[config.mk]
export PLATFORM = sky130hd
export DESIGN_NAME = pipeline_hazard_ctrl_flat
export DESIGN_NICKNAME = d
export VERILOG_FILES = /design/src/rtl/pipeline_hazard_ctrl_if.sv /design/src/rtl/pipeline_hazard_ctrl.sv /design/src/flat_wrapper.sv
export SDC_FILE = /design/constraint.sdc
export NUM_CORES = 1
export LEC_CHECK = 0
export ABC_AREA = 1
export CAP_MARGIN = 20
export CORE_MARGIN = 1
export CORE_UTILIZATION = 40
export DETAILED_ROUTE_END_ITERATION = 12
export PLACE_DENSITY_LB_ADDON = 0.05
export SLEW_MARGIN = 20
export SYNTH_ARGS = -nofsm -noshare
export SYNTH_HDL_FRONTEND = slang
export SYNTH_SLANG_ARGS = --single-unit
[constraint.sdc]
create_clock -name clk -period 1.9 [get_ports clk]
set_input_delay 0.285 -clock clk [delete_from_list [all_inputs] [get_ports clk]]
set_output_delay 0.285 -clock clk [all_outputs]
set_load 0.1 [all_outputs]
[src/rtl/pipeline_hazard_ctrl_if.sv]
// pipeline_hazard_ctrl_if: stage-status inputs and pipeline-register controls
// exchanged between the 5-stage datapath (master) and the hazard sequencer (slave).
interface pipeline_hazard_ctrl_if #(
  parameter int CNT_W = 16
);
  logic [4:0]       id_rs1;
  logic [4:0]       id_rs2;
  logic             id_uses_rs1;
  logic             id_uses_rs2;
  logic [4:0]       ex_rd;
  logic             ex_mem_read;
  logic             ex_branch_taken;
  logic             dmem_req;
  logic             dmem_ready;
  logic             halt_req;
  logic             pc_en;
  logic             ifid_en;
  logic             idex_en;
  logic             exmem_en;
  logic             memwb_en;
  logic             ifid_flush;
  logic             idex_flush;
  logic             halted;
  logic             mem_err;
  logic [CNT_W-1:0] stall_cnt;
  logic [CNT_W-1:0] flush_cnt;
  logic [CNT_W-1:0] memwait_cnt;

  modport master (
    output id_rs1, id_rs2, id_uses_rs1, id_uses_rs2, ex_rd, ex_mem_read,
           ex_branch_taken, dmem_req, dmem_ready, halt_req,
    input  pc_en, ifid_en, idex_en, exmem_en, memwb_en, ifid_flush, idex_flush,
           halted, mem_err, stall_cnt, flush_cnt, memwait_cnt
  );

  modport slave (
    input  id_rs1, id_rs2, id_uses_rs1, id_uses_rs2, ex_rd, ex_mem_read,
           ex_branch_taken, dmem_req, dmem_ready, halt_req,
    output pc_en, ifid_en, idex_en, exmem_en, memwb_en, ifid_flush, idex_flush,
           halted, mem_err, stall_cnt, flush_cnt, memwait_cnt
  );
endinterface

[src/rtl/pipeline_hazard_ctrl.sv]
// pipeline_hazard_ctrl: central stall/flush sequencer for the 5-stage pipeline.
// Handles load-use bubbles, taken-branch squashes, data-memory waits with a
// timeout, and an orderly drain on halt. Control outputs are combinational
// from the registered state plus the current stage inputs.
// Optional build macro HAZARD_PERF_CNT_EN: builds the saturating performance
// counters; when undefined the counter outputs are tied to zero.
module pipeline_hazard_ctrl #(
  parameter int DRAIN_CYCLES = 4,
  parameter int TIMEOUT      = 16,
  parameter int CNT_W        = 16
) (
  input logic                   clk,
  input logic                   rst,
  pipeline_hazard_ctrl_if.slave bus
);
  localparam int WAIT_W = $clog2(TIMEOUT + 1);
  localparam int DRN_W  = $clog2(DRAIN_CYCLES + 1);
  localparam logic [WAIT_W-1:0] WAIT_LIMIT = WAIT_W'(TIMEOUT);
  localparam logic [WAIT_W-1:0] WAIT_ONE   = WAIT_W'(1);
  localparam logic [DRN_W-1:0]  DRN_LAST   = DRN_W'(DRAIN_CYCLES - 1);
  localparam logic [DRN_W-1:0]  DRN_ONE    = DRN_W'(1);

  // Control vector bit order: {pc, ifid, idex, exmem, memwb, ifid_flush, idex_flush}
  localparam logic [6:0] CTRL_RUN    = 7'b1111100;
  localparam logic [6:0] CTRL_FREEZE = 7'b0000000;
  localparam logic [6:0] CTRL_RESET  = 7'b0000011;
  localparam logic [6:0] CTRL_HALT   = 7'b0111110;
  localparam logic [6:0] CTRL_SQUASH = 7'b1111111;
  localparam logic [6:0] CTRL_BUBBLE = 7'b0011101;
  localparam logic [6:0] CTRL_DRAIN  = 7'b0011111;

  typedef enum logic [1:0] {
    RUN      = 2'd0,
    MEM_WAIT = 2'd1,
    DRAIN    = 2'd2,
    HALTED   = 2'd3
  } state_e;

  state_e            state_q;
  logic [WAIT_W-1:0] wait_cnt_q;
  logic [DRN_W-1:0]  drain_cnt_q;
  logic              halted_q;
  logic              mem_err_q;

  logic [6:0] ctrl_s;
  logic       mem_busy_s;
  logic       load_use_s;
  logic       frozen_s;   // pipeline frozen by an outstanding memory access
  logic       bubble_s;   // load-use bubble inserted this cycle
  logic       squash_s;   // taken-branch squash applied this cycle
  logic       halt_go_s;  // halt accepted, drain starts next cycle

  assign mem_busy_s = bus.dmem_req && !bus.dmem_ready;
  assign load_use_s = bus.ex_mem_read && (bus.ex_rd != 5'd0) &&
                      ((bus.id_uses_rs1 && (bus.id_rs1 == bus.ex_rd)) ||
                       (bus.id_uses_rs2 && (bus.id_rs2 == bus.ex_rd)));

  // Decode the pipeline controls and event strobes for the current cycle.
  always_comb begin
    ctrl_s    = CTRL_RUN;
    frozen_s  = 1'b0;
    bubble_s  = 1'b0;
    squash_s  = 1'b0;
    halt_go_s = 1'b0;
    if (rst) begin
      ctrl_s = CTRL_RESET;
    end else begin
      case (state_q)
        RUN, MEM_WAIT: begin
          // Once waiting, only dmem_ready releases the freeze; in RUN a new
          // stall needs an actual pending request.
          if ((state_q == MEM_WAIT) ? !bus.dmem_ready : mem_busy_s) begin
            ctrl_s   = CTRL_FREEZE;
            frozen_s = 1'b1;
          end else if (bus.halt_req) begin
            ctrl_s    = CTRL_HALT;
            halt_go_s = 1'b1;
          end else if (bus.ex_branch_taken) begin
            ctrl_s   = CTRL_SQUASH;
            squash_s = 1'b1;
          end else if (load_use_s) begin
            ctrl_s   = CTRL_BUBBLE;
            bubble_s = 1'b1;
          end else begin
            ctrl_s = CTRL_RUN;
          end
        end
        DRAIN: begin
          if (mem_busy_s) begin
            ctrl_s   = CTRL_FREEZE;
            frozen_s = 1'b1;
          end else begin
            ctrl_s = CTRL_DRAIN;
          end
        end
        HALTED:  ctrl_s = CTRL_FREEZE;
        default: ctrl_s = CTRL_FREEZE;
      endcase
    end
  end

  // Sequencer state, wait/drain counters and the sticky status flags.
  always_ff @(posedge clk) begin
    if (rst) begin
      state_q     <= RUN;
      wait_cnt_q  <= {WAIT_W{1'b0}};
      drain_cnt_q <= {DRN_W{1'b0}};
      halted_q    <= 1'b0;
      mem_err_q   <= 1'b0;
    end else begin
      case (state_q)
        RUN, MEM_WAIT: begin
          if (frozen_s) begin
            if (state_q == RUN) begin
              state_q    <= MEM_WAIT;
              wait_cnt_q <= WAIT_ONE;
            end else if (wait_cnt_q == WAIT_LIMIT) begin
              mem_err_q <= 1'b1;
              state_q   <= HALTED;
            end else begin
              wait_cnt_q <= wait_cnt_q + WAIT_ONE;
            end
          end else begin
            wait_cnt_q <= {WAIT_W{1'b0}};
            if (halt_go_s) begin
              state_q     <= DRAIN;
              drain_cnt_q <= {DRN_W{1'b0}};
            end else begin
              state_q <= RUN;
            end
          end
        end
        DRAIN: begin
          if (frozen_s) begin
            if (wait_cnt_q == WAIT_LIMIT) begin
              mem_err_q <= 1'b1;
              state_q   <= HALTED;
            end else begin
              wait_cnt_q <= wait_cnt_q + WAIT_ONE;
            end
          end else begin
            wait_cnt_q <= {WAIT_W{1'b0}};
            if (drain_cnt_q == DRN_LAST) begin
              halted_q <= 1'b1;
              state_q  <= HALTED;
            end else begin
              drain_cnt_q <= drain_cnt_q + DRN_ONE;
            end
          end
        end
        HALTED:  state_q <= HALTED;
        default: state_q <= RUN;
      endcase
    end
  end

  assign bus.pc_en      = ctrl_s[6];
  assign bus.ifid_en    = ctrl_s[5];
  assign bus.idex_en    = ctrl_s[4];
  assign bus.exmem_en   = ctrl_s[3];
  assign bus.memwb_en   = ctrl_s[2];
  assign bus.ifid_flush = ctrl_s[1];
  assign bus.idex_flush = ctrl_s[0];
  assign bus.halted     = halted_q;
  assign bus.mem_err    = mem_err_q;

`ifdef HAZARD_PERF_CNT_EN
  localparam logic [CNT_W-1:0] CNT_MAX = {CNT_W{1'b1}};
  localparam logic [CNT_W-1:0] CNT_ONE = CNT_W'(1);

  logic [CNT_W-1:0] stall_cnt_q;
  logic [CNT_W-1:0] flush_cnt_q;
  logic [CNT_W-1:0] memwait_cnt_q;

  // Saturating event counters for bubbles, squashes and frozen memory cycles.
  always_ff @(posedge clk) begin
    if (rst) begin
      stall_cnt_q   <= {CNT_W{1'b0}};
      flush_cnt_q   <= {CNT_W{1'b0}};
      memwait_cnt_q <= {CNT_W{1'b0}};
    end else begin
      if (bubble_s && (stall_cnt_q != CNT_MAX)) begin
        stall_cnt_q <= stall_cnt_q + CNT_ONE;
      end
      if (squash_s && (flush_cnt_q != CNT_MAX)) begin
        flush_cnt_q <= flush_cnt_q + CNT_ONE;
      end
      if (frozen_s && (memwait_cnt_q != CNT_MAX)) begin
        memwait_cnt_q <= memwait_cnt_q + CNT_ONE;
      end
    end
  end

  assign bus.stall_cnt   = stall_cnt_q;
  assign bus.flush_cnt   = flush_cnt_q;
  assign bus.memwait_cnt = memwait_cnt_q;
`else
  // Event strobes only feed the counters; without them they are unused.
  logic perf_unused_s;
  assign perf_unused_s   = bubble_s ^ squash_s;
  assign bus.stall_cnt   = {CNT_W{1'b0}};
  assign bus.flush_cnt   = {CNT_W{1'b0}};
  assign bus.memwait_cnt = {CNT_W{1'b0}};
`endif

endmodule

[src/flat_wrapper.sv]
// flat-port wrapper written by rule: the top's interface ports become plain ports
module pipeline_hazard_ctrl_flat 
#(
  parameter int DRAIN_CYCLES = 4,
  parameter int TIMEOUT      = 16,
  parameter int CNT_W        = 16
)
  (clk, rst, bus_id_rs1, bus_id_rs2, bus_id_uses_rs1, bus_id_uses_rs2, bus_ex_rd, bus_ex_mem_read, bus_ex_branch_taken, bus_dmem_req, bus_dmem_ready, bus_halt_req, bus_pc_en, bus_ifid_en, bus_idex_en, bus_exmem_en, bus_memwb_en, bus_ifid_flush, bus_idex_flush, bus_halted, bus_mem_err, bus_stall_cnt, bus_flush_cnt, bus_memwait_cnt);
  pipeline_hazard_ctrl_if #(.CNT_W(CNT_W)) bus_i ();
  input logic clk;
  input logic rst;
  input wire logic [$bits(bus_i.id_rs1)-1:0] bus_id_rs1;
  input wire logic [$bits(bus_i.id_rs2)-1:0] bus_id_rs2;
  input wire logic [$bits(bus_i.id_uses_rs1)-1:0] bus_id_uses_rs1;
  input wire logic [$bits(bus_i.id_uses_rs2)-1:0] bus_id_uses_rs2;
  input wire logic [$bits(bus_i.ex_rd)-1:0] bus_ex_rd;
  input wire logic [$bits(bus_i.ex_mem_read)-1:0] bus_ex_mem_read;
  input wire logic [$bits(bus_i.ex_branch_taken)-1:0] bus_ex_branch_taken;
  input wire logic [$bits(bus_i.dmem_req)-1:0] bus_dmem_req;
  input wire logic [$bits(bus_i.dmem_ready)-1:0] bus_dmem_ready;
  input wire logic [$bits(bus_i.halt_req)-1:0] bus_halt_req;
  output wire logic [$bits(bus_i.pc_en)-1:0] bus_pc_en;
  output wire logic [$bits(bus_i.ifid_en)-1:0] bus_ifid_en;
  output wire logic [$bits(bus_i.idex_en)-1:0] bus_idex_en;
  output wire logic [$bits(bus_i.exmem_en)-1:0] bus_exmem_en;
  output wire logic [$bits(bus_i.memwb_en)-1:0] bus_memwb_en;
  output wire logic [$bits(bus_i.ifid_flush)-1:0] bus_ifid_flush;
  output wire logic [$bits(bus_i.idex_flush)-1:0] bus_idex_flush;
  output wire logic [$bits(bus_i.halted)-1:0] bus_halted;
  output wire logic [$bits(bus_i.mem_err)-1:0] bus_mem_err;
  output wire logic [$bits(bus_i.stall_cnt)-1:0] bus_stall_cnt;
  output wire logic [$bits(bus_i.flush_cnt)-1:0] bus_flush_cnt;
  output wire logic [$bits(bus_i.memwait_cnt)-1:0] bus_memwait_cnt;
  assign bus_i.id_rs1 = bus_id_rs1;
  assign bus_i.id_rs2 = bus_id_rs2;
  assign bus_i.id_uses_rs1 = bus_id_uses_rs1;
  assign bus_i.id_uses_rs2 = bus_id_uses_rs2;
  assign bus_i.ex_rd = bus_ex_rd;
  assign bus_i.ex_mem_read = bus_ex_mem_read;
  assign bus_i.ex_branch_taken = bus_ex_branch_taken;
  assign bus_i.dmem_req = bus_dmem_req;
  assign bus_i.dmem_ready = bus_dmem_ready;
  assign bus_i.halt_req = bus_halt_req;
  assign bus_pc_en = bus_i.pc_en;
  assign bus_ifid_en = bus_i.ifid_en;
  assign bus_idex_en = bus_i.idex_en;
  assign bus_exmem_en = bus_i.exmem_en;
  assign bus_memwb_en = bus_i.memwb_en;
  assign bus_ifid_flush = bus_i.ifid_flush;
  assign bus_idex_flush = bus_i.idex_flush;
  assign bus_halted = bus_i.halted;
  assign bus_mem_err = bus_i.mem_err;
  assign bus_stall_cnt = bus_i.stall_cnt;
  assign bus_flush_cnt = bus_i.flush_cnt;
  assign bus_memwait_cnt = bus_i.memwait_cnt;
  pipeline_hazard_ctrl #(.DRAIN_CYCLES(DRAIN_CYCLES), .TIMEOUT(TIMEOUT), .CNT_W(CNT_W)) u_core (.clk(clk), .rst(rst), .bus(bus_i));
endmodule
# Yosys cells after proc, flatten, opt, wreduce, memory -nomap -nowiden
# Cells that the tools add are included.
[word_totals] ff_bits=12 out_inout_bits=57
[op_classes] n_addsub=2 n_eq_ne=15 muxes=38 n_bitwise=1 n_reduce_logical=14
[ops] op="2-to-1 mux 7 bit" count=5
[ops] op="2-to-1 mux 5 bit" count=5
[ops] op="case mux 7 bit (3 select lines)" count=1
[ops] op="2-to-1 mux 1 bit" count=12
[ops] op="2-to-1 mux 2 bit" count=6
[ops] op="2-to-1 mux 3 bit" count=4
[ops] op="== test 5 bit" count=2
[ops] op="case mux 5 bit (2 select lines)" count=1
[ops] op="inequality test 2 bit (second input constant)" count=4
[ops] op="inequality test 2 x 1 -> 1 bit (second input constant)" count=3
[ops] op="case mux 2 bit (3 select lines)" count=1
[ops] op="case mux 3 bit (2 select lines)" count=1
[ops] op="adder 5 x 1 -> 5 bit (second input constant)" count=1
[ops] op="== test 5 bit (second input constant)" count=1
[ops] op="logical AND 1 bit" count=5
[ops] op="AND reduction 5 bit" count=1
[ops] op="nonzero test 5 bit" count=1
[ops] op="== test 2 bit (second input constant)" count=2
[ops] op="case mux 1 bit (2 select lines)" count=2
[ops] op="AND reduction 4 bit" count=1
[ops] op="adder 3 x 1 -> 3 bit (second input constant)" count=1
[ops] op="== test 3 x 2 -> 1 bit (second input constant)" count=1
[ops] op="inequality test 3 x 1 -> 1 bit (second input constant)" count=1
[ops] op="AND reduction 3 bit" count=1
[ops] op="7 further kinds" count=7

# Longest topological paths before layout
# Gate-level depths: netlist (run 1).
[logic_depth] word_depth=10 depth_mapped=12 ltp_nobuf=12

# Worst setup path after synthesis (run 1)
# Ideal clock, no wire load.
[synth_path] kind="register to output" start="register u_core.state_q[0]" end="output port bus_ifid_flush" arrival_time_ns=3.217 required_ns=1.615 path_slack_ns=-1.602 stages_incl_launch_ff=9 n_path_buf=1 cell_sequence="dfxtp_1 -> inv_1 -> ha_1 -> buf_6 -> nor2_2 -> inv_2 -> nor2_2 -> inv_1 -> o21ai_0"
[synth_between] elab_chain_cells=5 word_cells_on_any_way=9
[synth_rtl] item="start: declaration" line_no="pipeline_hazard_ctrl.sv:39" source="state_e state_q;"
[synth_rtl] item="start signal: assignment" line_no="pipeline_hazard_ctrl.sv:105" source="state_q <= RUN;"
[synth_rtl] item="start signal: assignment" line_no="pipeline_hazard_ctrl.sv:115" source="state_q <= MEM_WAIT;"
[synth_rtl] item="start signal: assignment" line_no="pipeline_hazard_ctrl.sv:119" source="state_q <= HALTED;"
[synth_rtl] item="== test 2 x 1 -> 1 bit" line_no="pipeline_hazard_ctrl.sv:68, pipeline_hazard_ctrl.sv:72"
[synth_rtl] item="2-to-1 mux 1 bit" line_no="pipeline_hazard_ctrl.sv:72" source="if ((state_q == MEM_WAIT) ? !bus.dmem_ready : mem_busy_s) begin"
[synth_rtl] item="2-to-1 mux 7 bit" line_no="pipeline_hazard_ctrl.sv:72"
[synth_rtl] item="case mux 7 bit (3 select lines) (*)" line_no="pipeline_hazard_ctrl.sv:68" source="case (state_q)"
[synth_rtl] item="2-to-1 mux 7 bit (*)" line_no="pipeline_hazard_ctrl.sv:65" source="if (rst) begin"
[synth_rtl] item="end: declaration" line_no="flat_wrapper.sv:27" source="output wire logic [$bits(bus_i.ifid_flush)-1:0] bus_ifid_flush;"
# Mark *: on every way between the ends. The rest lies on a longest branch, timed or not.

# Worst setup path in the final report (run 1)
[layout_path] start="register u_core.state_q[1]" end="output port bus_pc_en"
[layout_between] elab_chain_cells=5 word_cells_on_any_way=9
[layout_rtl] item="== test 2 x 1 -> 1 bit" line_no="pipeline_hazard_ctrl.sv:68, pipeline_hazard_ctrl.sv:72"
[layout_rtl] item="2-to-1 mux 1 bit" line_no="pipeline_hazard_ctrl.sv:72"
[layout_rtl] item="2-to-1 mux 7 bit" line_no="pipeline_hazard_ctrl.sv:72"
[layout_rtl] item="case mux 7 bit (3 select lines) (*)" line_no="pipeline_hazard_ctrl.sv:68"
[layout_rtl] item="2-to-1 mux 7 bit (*)" line_no="pipeline_hazard_ctrl.sv:65"
[layout_rtl] item="end: declaration" line_no="flat_wrapper.sv:22" source="output wire logic [$bits(bus_i.pc_en)-1:0] bus_pc_en;"
# Marked as above.

==> flow_summary.toml, run 1 <==
[yosys]
synth_ff_type = "dfxtp_1"
syn_area_per_cell_sq_um = 6.661
synthCells = 235
yosys.cell_types.count = 31
syn-cell-area_sq_um = 1565
async_flop_share = 0
seq_area_frac_synth = 0.1535
yosys_warnings = 0
synth-seq-cells = 12
synth_edf_count = 0

[drt]
wl_per_cell_um = 9.227
ant_nets = 0
via_count = 1352
routed_wl_um = 3045
firstDrtPassIters = 4
drc = 0
viasPerCell = 4.097
first_iter_violations = 34

[layout]
drive_gt1_frac = 0.2660
layout_common_cells = "conb_1, nand2_1, inv_1"
antennaDiodeCount = 0
final_nets = 316
fin_util = 0.5599
final_common_cell = "conb_1"
stdcell_count = 330
fillers = 359
area_growth_pct = 32.93

[floorplanning]
fp.dieW_um = 64.56
fp.dieArea_sq_um = 4167
die_h_um = 64.56
io-pin-count = 81
core.rowCount = 22
core_area_sq_um = 3716
initial_core_util = 0.4212

[pwr]
vdd.ir_drop.worst_uv = 372.5
power.leakage_nw = 1.019
power_density_nw_per_um2 = 839.4

[global_route]
grt_pass1_wl_um = 5154
grt_pass1_vias = 1226
grt_overflow = 0
grt_max_degree = 11
grt_use_total = 0.1567
antenna_found_initial = 0

[hold_path]
hold_path.class = "flop to flop"

[worst_setup_path]
path_class = "flop to output pin"
cp_slowest_cell = "dfxtp_4"
critPathLaunchType = "flop"
cp-end-kind = "output pin"
path_cells = "inv_4, ha_4, nand2_2, nand2_2, nor2_4, inv_2, nor2_4, nand3_2, clkinvlp_4, buf_12"
crit_fanout = 5
crit_buf_inv = 4
r2r-start = "u_core.state_q[0]$_SDFFE_PP0P_"
path_delay_family = "simple AND/OR/NAND/NOR gates"
reg2reg_depth = 13
setup.worst_path.start = "u_core.state_q[1]$_SDFFE_PP0P_"
crit_end = "bus_pc_en"
crit_required_ps = 1620
cp.depth = 10
cp.arrival_ps = 1630
reg2reg_to = "u_core.state_q[1]$_SDFFE_PP0P_"
crit_path_max_incr_delay_ps = 400
r2r_slack_ps = 80

[clock_tree]
cts_buffers = 3
root_buffer = "clkbuf_8"
htreeDepth = 1
clkLatencyLatePin_ps = 240
cts_tree = "built"
clk_pin_slew_ps = 50
ctsHoldBuffers = 0
clock_sinks = 12
clockBufferDepth = 2

[sta]
post-route-min-period_ps = 1919
timing.final.crit_share = 1.010
finalMaxSlewViolations = 0
rsz0062_at_grt = "yes"
hold_viol = 0
timing.fmax_ghz = 0.5211
fin_skew_ps = 5.554
worst_slack_ps = -18.95
setup_viol = 2

[outcome]
violations = "setup timing"
outcome = "complete, but fails checks"

[placement]
dp_hpwl_um = 2469
dp_cells = 317
gp_congestion = 0.8265
portBuffers = 32

[flow_run]
maxCapViolations = 0
==> what timing repair did <==
item,4_1_cts,5_1_grt
pin swaps,11,7
setup endpoints to repair,7,7
resized for setup,17,18
buffers inserted,5,4
==> power by group <==
part           total, mW  switching [mW]  internal [mW]  leakage (nW)
clock              0.238          0.0901          0.148        0.0228
combinational       1.20           0.869          0.331         0.898
sequential         0.309          0.0284          0.280        0.0990
total               1.75           0.988          0.759          1.02
==> layout make-up <==
cell class / count / area (sq um) / share of cell area
multi-input combinational: 185 / 1072 / 0.5153
inverter: 32 / 133.9 / 0.06434
sequential: 12 / 247.7 / 0.1191
timing repair buffer: 49 / 521.8 / 0.2508
clock buffer: 4 / 45.04 / 0.02165
tap: 48 / 60.06 / 0.02886
==> synthesized netlist by cell type (all sizes together) (2+ instances only) <==
master  instances  area [sq um]
buf            53         409.1
nand2          47         220.2
inv            32         125.1
nor2           31         141.4
nand3          14         80.08
dfxtp          12         240.2
o21ai          12         63.81
a21oi          11         58.81
ha              9         112.6
xor2            4         35.03
nand4           2         27.53
o22ai           2         12.51
or2             2         15.02
==> how the worst min path moves through the flow <==
stage	startpoint	end	slack [ps]	cells past startpoint
floorplan	u_core.wait_cnt_q[4]$_SDFFE_PP0N_	u_core.wait_cnt_q[4]$_SDFFE_PP0N_	480	2
global placement	u_core.bus.mem_err$_SDFFE_PP0P_	u_core.bus.mem_err$_SDFFE_PP0P_	440	2
detailed placement	u_core.bus.mem_err$_SDFFE_PP0P_	u_core.bus.mem_err$_SDFFE_PP0P_	450	2
CTS	u_core.bus.mem_err$_SDFFE_PP0P_	u_core.bus.mem_err$_SDFFE_PP0P_	450	2
global route	u_core.bus.mem_err$_SDFFE_PP0P_	u_core.bus.mem_err$_SDFFE_PP0P_	490	2
finish	u_core.bus.mem_err$_SDFFE_PP0P_	u_core.bus.mem_err$_SDFFE_PP0P_	460	2
==> registers in the layout, summed over array words and instances (netlist names) <==
name,count
u_core.bus.halted,1
u_core.drain_cnt_q,3
u_core.wait_cnt_q,5
u_core.bus.mem_err,1
u_core.state_q,2
==> metrics by stage <==
stage               hold slack (ps)  cell area [sq um]  setup TNS, ps  worst slack, ps  total power [mW]
CTS                           454.9               1996         -76.79           -35.95             1.706
detailed placement            447.0               1898         -379.3           -166.5             1.433
global route                  488.1               2081         -473.6           -104.3             1.841
finish                        457.6               2081         -25.06           -18.95             1.747
floorplan                     479.7               1814         -575.0           -195.7             1.304
global placement              442.8               1898         -321.5           -140.8             1.435
==> worst reg2reg max path, stage by stage (launching register included) <==
cell and delay [ps]:
dfxtp_4 390, inv_4 50, buf_4 120, buf_4 130, ha_1 210, or2_4 260, nand2_4 80, nand2_4 70
nand2_8 90, nand2_4 70, nor2_4 90, nand2_1 50, nand2_1 70, a21oi_2 30
==> cell families after synthesis <==
kind of cell / count (synthesis) / share of synthesized area
other: 1 / 0.002396
xor gates and xnor gates: 4 / 0.02238
and+or+nand+nor: 97 / 0.3126
buffers and inverters: 85 / 0.3413
adders and majority gates: 9 / 0.07194
DFF: 12 / 0.1535
AOI/OAI and AO/OA: 27 / 0.09593
==> metal layers <==
layer	routed length [um]	GRT usage	part of all wire	vias to the layer above
met5	0	0	0	-
met4	24	0.03333	0.0079	0
li1	-	-	-	725
met1	1352	0.1810	0.44	576
met3	149	0.03873	0.049	5
met2	1520	0.2882	0.50	46
Note: power is estimated with default switching activity, not from simulation.
==> run 2, diff against run 1 <==
Settings changed: ABC_AREA 1 to not set, CORE_UTILIZATION 40 to 39.
==> flow_summary.toml, run 2 <==
[outcome]
outcome = "complete, but fails checks"
violations = "setup timing"

[placement]
dp_cells = 282
gp_congestion = 0.8199
pre_cts_slack_ps = -606.2
dp_hpwl_um = 2670
portBuffers = 32

[worst_setup_path]
r2r_slack_ps = 50
crit_fanout = 4
reg2reg_depth = 10
cp.arrival_ps = 1780
reg2reg_to = "u_core.drain_cnt_q[0]$_SDFFE_PP0P_"
path_cells = "inv_2, ha_2, nor2_4, o21ai_4, or4_4, nand3_4, buf_12"
critPathLaunchType = "flop"
cp.depth = 7
crit_buf_inv = 2
crit_end = "bus_idex_flush"
cp_slowest_cell = "or4_4"
cp-end-kind = "output pin"
crit_path_max_incr_delay_ps = 440
r2r-start = "u_core.state_q[1]$_SDFFE_PP0P_"
path_class = "flop to output pin"
crit_required_ps = 1620
setup.worst_path.start = "u_core.state_q[1]$_SDFFE_PP0P_"
path_delay_family = "simple AND/OR/NAND/NOR gates"

[global_route]
antenna_found_initial = 0
grt_pass1_wl_um = 5554
grt_overflow = 0
grt_max_degree = 16
grt_use_total = 0.1772
grt_pass1_vias = 1242

[yosys]
yosys.area.top_type = "buf_4"
synth.top_cell.area_share = 0.2660
synthCells = 184
yosys_warnings = 0
synth_area_leaders = "buf_4, dfxtp_1, ha_1, xor2_1, nor2_1"
yosys.cell_types.count = 46
synth_edf_count = 0
seq_area_frac_synth = 0.1702
syn-cell-area_sq_um = 1411
ys_top_cells_by_count = "buf_4, nor2_1, dfxtp_1"
syn_area_per_cell_sq_um = 7.670
yosysMostFrequentCell = "buf_4"
synth-seq-cells = 12
async_flop_share = 0
synth_ff_type = "dfxtp_1"

[pwr]
power.internal_uw = 721.1
vdd.ir_drop.worst_uv = 409.9
power_mw = 1.607
switching_share = 0.5514
power.leakage_nw = 0.9265
power_frac_comb = 0.700
pwr-share-clk = 0.127
switchingPower_uw = 886.3
power_density_nw_per_um2 = 762.9
seq_power_share = 0.173

[floorplanning]
initial_core_util = 0.4164
io-pin-count = 81
core.rowCount = 21
core_area_sq_um = 3390
fp.dieW_um = 62.16
fp.dieArea_sq_um = 3863
die_h_um = 62.16

[drt]
wl_per_cell_um = 11.47
via_count = 1387
first_iter_violations = 35
firstDrtPassIters = 4
viasPerCell = 4.702
drc = 0
ant_nets = 0
routed_wl_um = 3384

[sta]
post-route-min-period_ps = 2066
rsz0062_at_grt = "yes"
hold_viol = 0
worst_slack_ps = -166.4
fin_skew_ps = 2.156
finalMaxSlewViolations = 0
timing.fmax_ghz = 0.4839
setup_viol = 6
timing.final.crit_share = 1.088

[clock_tree]
clk_pin_slew_ps = 80
root_buffer = "clkbuf_4"
clockBufferDepth = 2
ctsHoldBuffers = 0
htreeDepth = 1
clock_sinks = 12
cts_tree = "built"
cts_buffers = 3
clkLatencyLatePin_ps = 270

[layout]
largest_reg_flops = 5
antennaDiodeCount = 0
top_register = "u_core.wait_cnt_q"
stdcell_count = 295
final_common_cell = "conb_1"
area_growth_pct = 49.29
fillers = 335
final_nets = 283
largestRegisters = "u_core.wait_cnt_q: 5 flops, u_core.drain_cnt_q: 3 flops, u_core.state_q: 2 flops"
layout_common_cells = "conb_1, buf_4, dfxtp_1"
drive_gt1_frac = 0.3574

[flow_run]
maxCapViolations = 0

[hold_path]
hold_path.class = "flop to flop"
## run 2: worst min-delay path: stages, from the launching register on
cell	delay, ps
dfxtp_1	320
nand2_1	70
a21oi_2	50
## run 2: worst min-delay path by stage
| stage | cells past startpoint | from | to |
|---|---|---|---|
| after global routing | 2 | u_core.drain_cnt_q[1]$_SDFFE_PP0P_ | u_core.drain_cnt_q[1]$_SDFFE_PP0P_ |
| after global placement | 2 | u_core.drain_cnt_q[1]$_SDFFE_PP0P_ | u_core.drain_cnt_q[1]$_SDFFE_PP0P_ |
| final | 2 | u_core.drain_cnt_q[1]$_SDFFE_PP0P_ | u_core.drain_cnt_q[1]$_SDFFE_PP0P_ |
| after detailed placement | 2 | u_core.drain_cnt_q[1]$_SDFFE_PP0P_ | u_core.drain_cnt_q[1]$_SDFFE_PP0P_ |
| after CTS | 2 | u_core.drain_cnt_q[1]$_SDFFE_PP0P_ | u_core.drain_cnt_q[1]$_SDFFE_PP0P_ |
| after floorplan | 2 | u_core.drain_cnt_q[1]$_SDFFE_PP0P_ | u_core.drain_cnt_q[1]$_SDFFE_PP0P_ |
## run 2: logic make-up after synthesis
group                      after synthesis  synth area share
xor gates and xnor gates                10           0.06206
muxes                                    1          0.007092
other                                    1          0.002657
buffers and inverters                   63            0.3023
and+or+nand+nor                         50            0.1959
AOI/OAI and AO/OA                       38            0.1800
DFF                                     12            0.1702
adders and majority gates                9           0.07979
## run 2: stage by stage
stage	util	TNS (ps)	instance area [sq um]	hold WS [ps]
floorplan	-	-2340	1759	444.5
global placement	0.5873	-2952	1991	458.1
detailed placement	0.5873	-3262	1991	469.7
CTS	0.6043	-768.0	2048	481.4
global route	0.6216	-1085	2107	512.2
finish	0.6216	-747.6	2107	478.6
## run 2: metal layers
layer	up-vias	share of wire	global-route usage
met5	-	0	0
met4	0	0.0038	0.01744
met3	2	0.050	0.03493
met2	56	0.55	0.3530
met1	657	0.39	0.1962
li1	672	-	-
## run 2: final cells by class
type,count,area (sq um),area share
multi-input cells,156,1085,0.5148
repair buffers,70,644.4,0.3058
flip-flops and latches,12,247.7,0.1176
well taps,46,57.56,0.02732
clock buffers,4,36.28,0.01722
inverters,7,36.28,0.01722
## run 2: timing repair
action	in CTS	in global routing
resized for setup	64	8
buffers inserted	3	6
setup endpoints to repair	8	12
pin swaps	21	5
## run 2: power groups by stage
| stage | combinational (mW) | clock [mW] | sequential (mW) |
|---|---|---|---|
| 2_1_floorplan | 0.872 | 0 | 0.281 |
| 3_3_place_gp | 1.04 | 0 | 0.283 |
| 3_5_place_dp | 1.05 | 0 | 0.284 |
| 4_1_cts | 1.07 | 0.211 | 0.278 |
| 5_1_grt | 1.17 | 0.225 | 0.280 |
| 6_report | 1.13 | 0.204 | 0.278 |
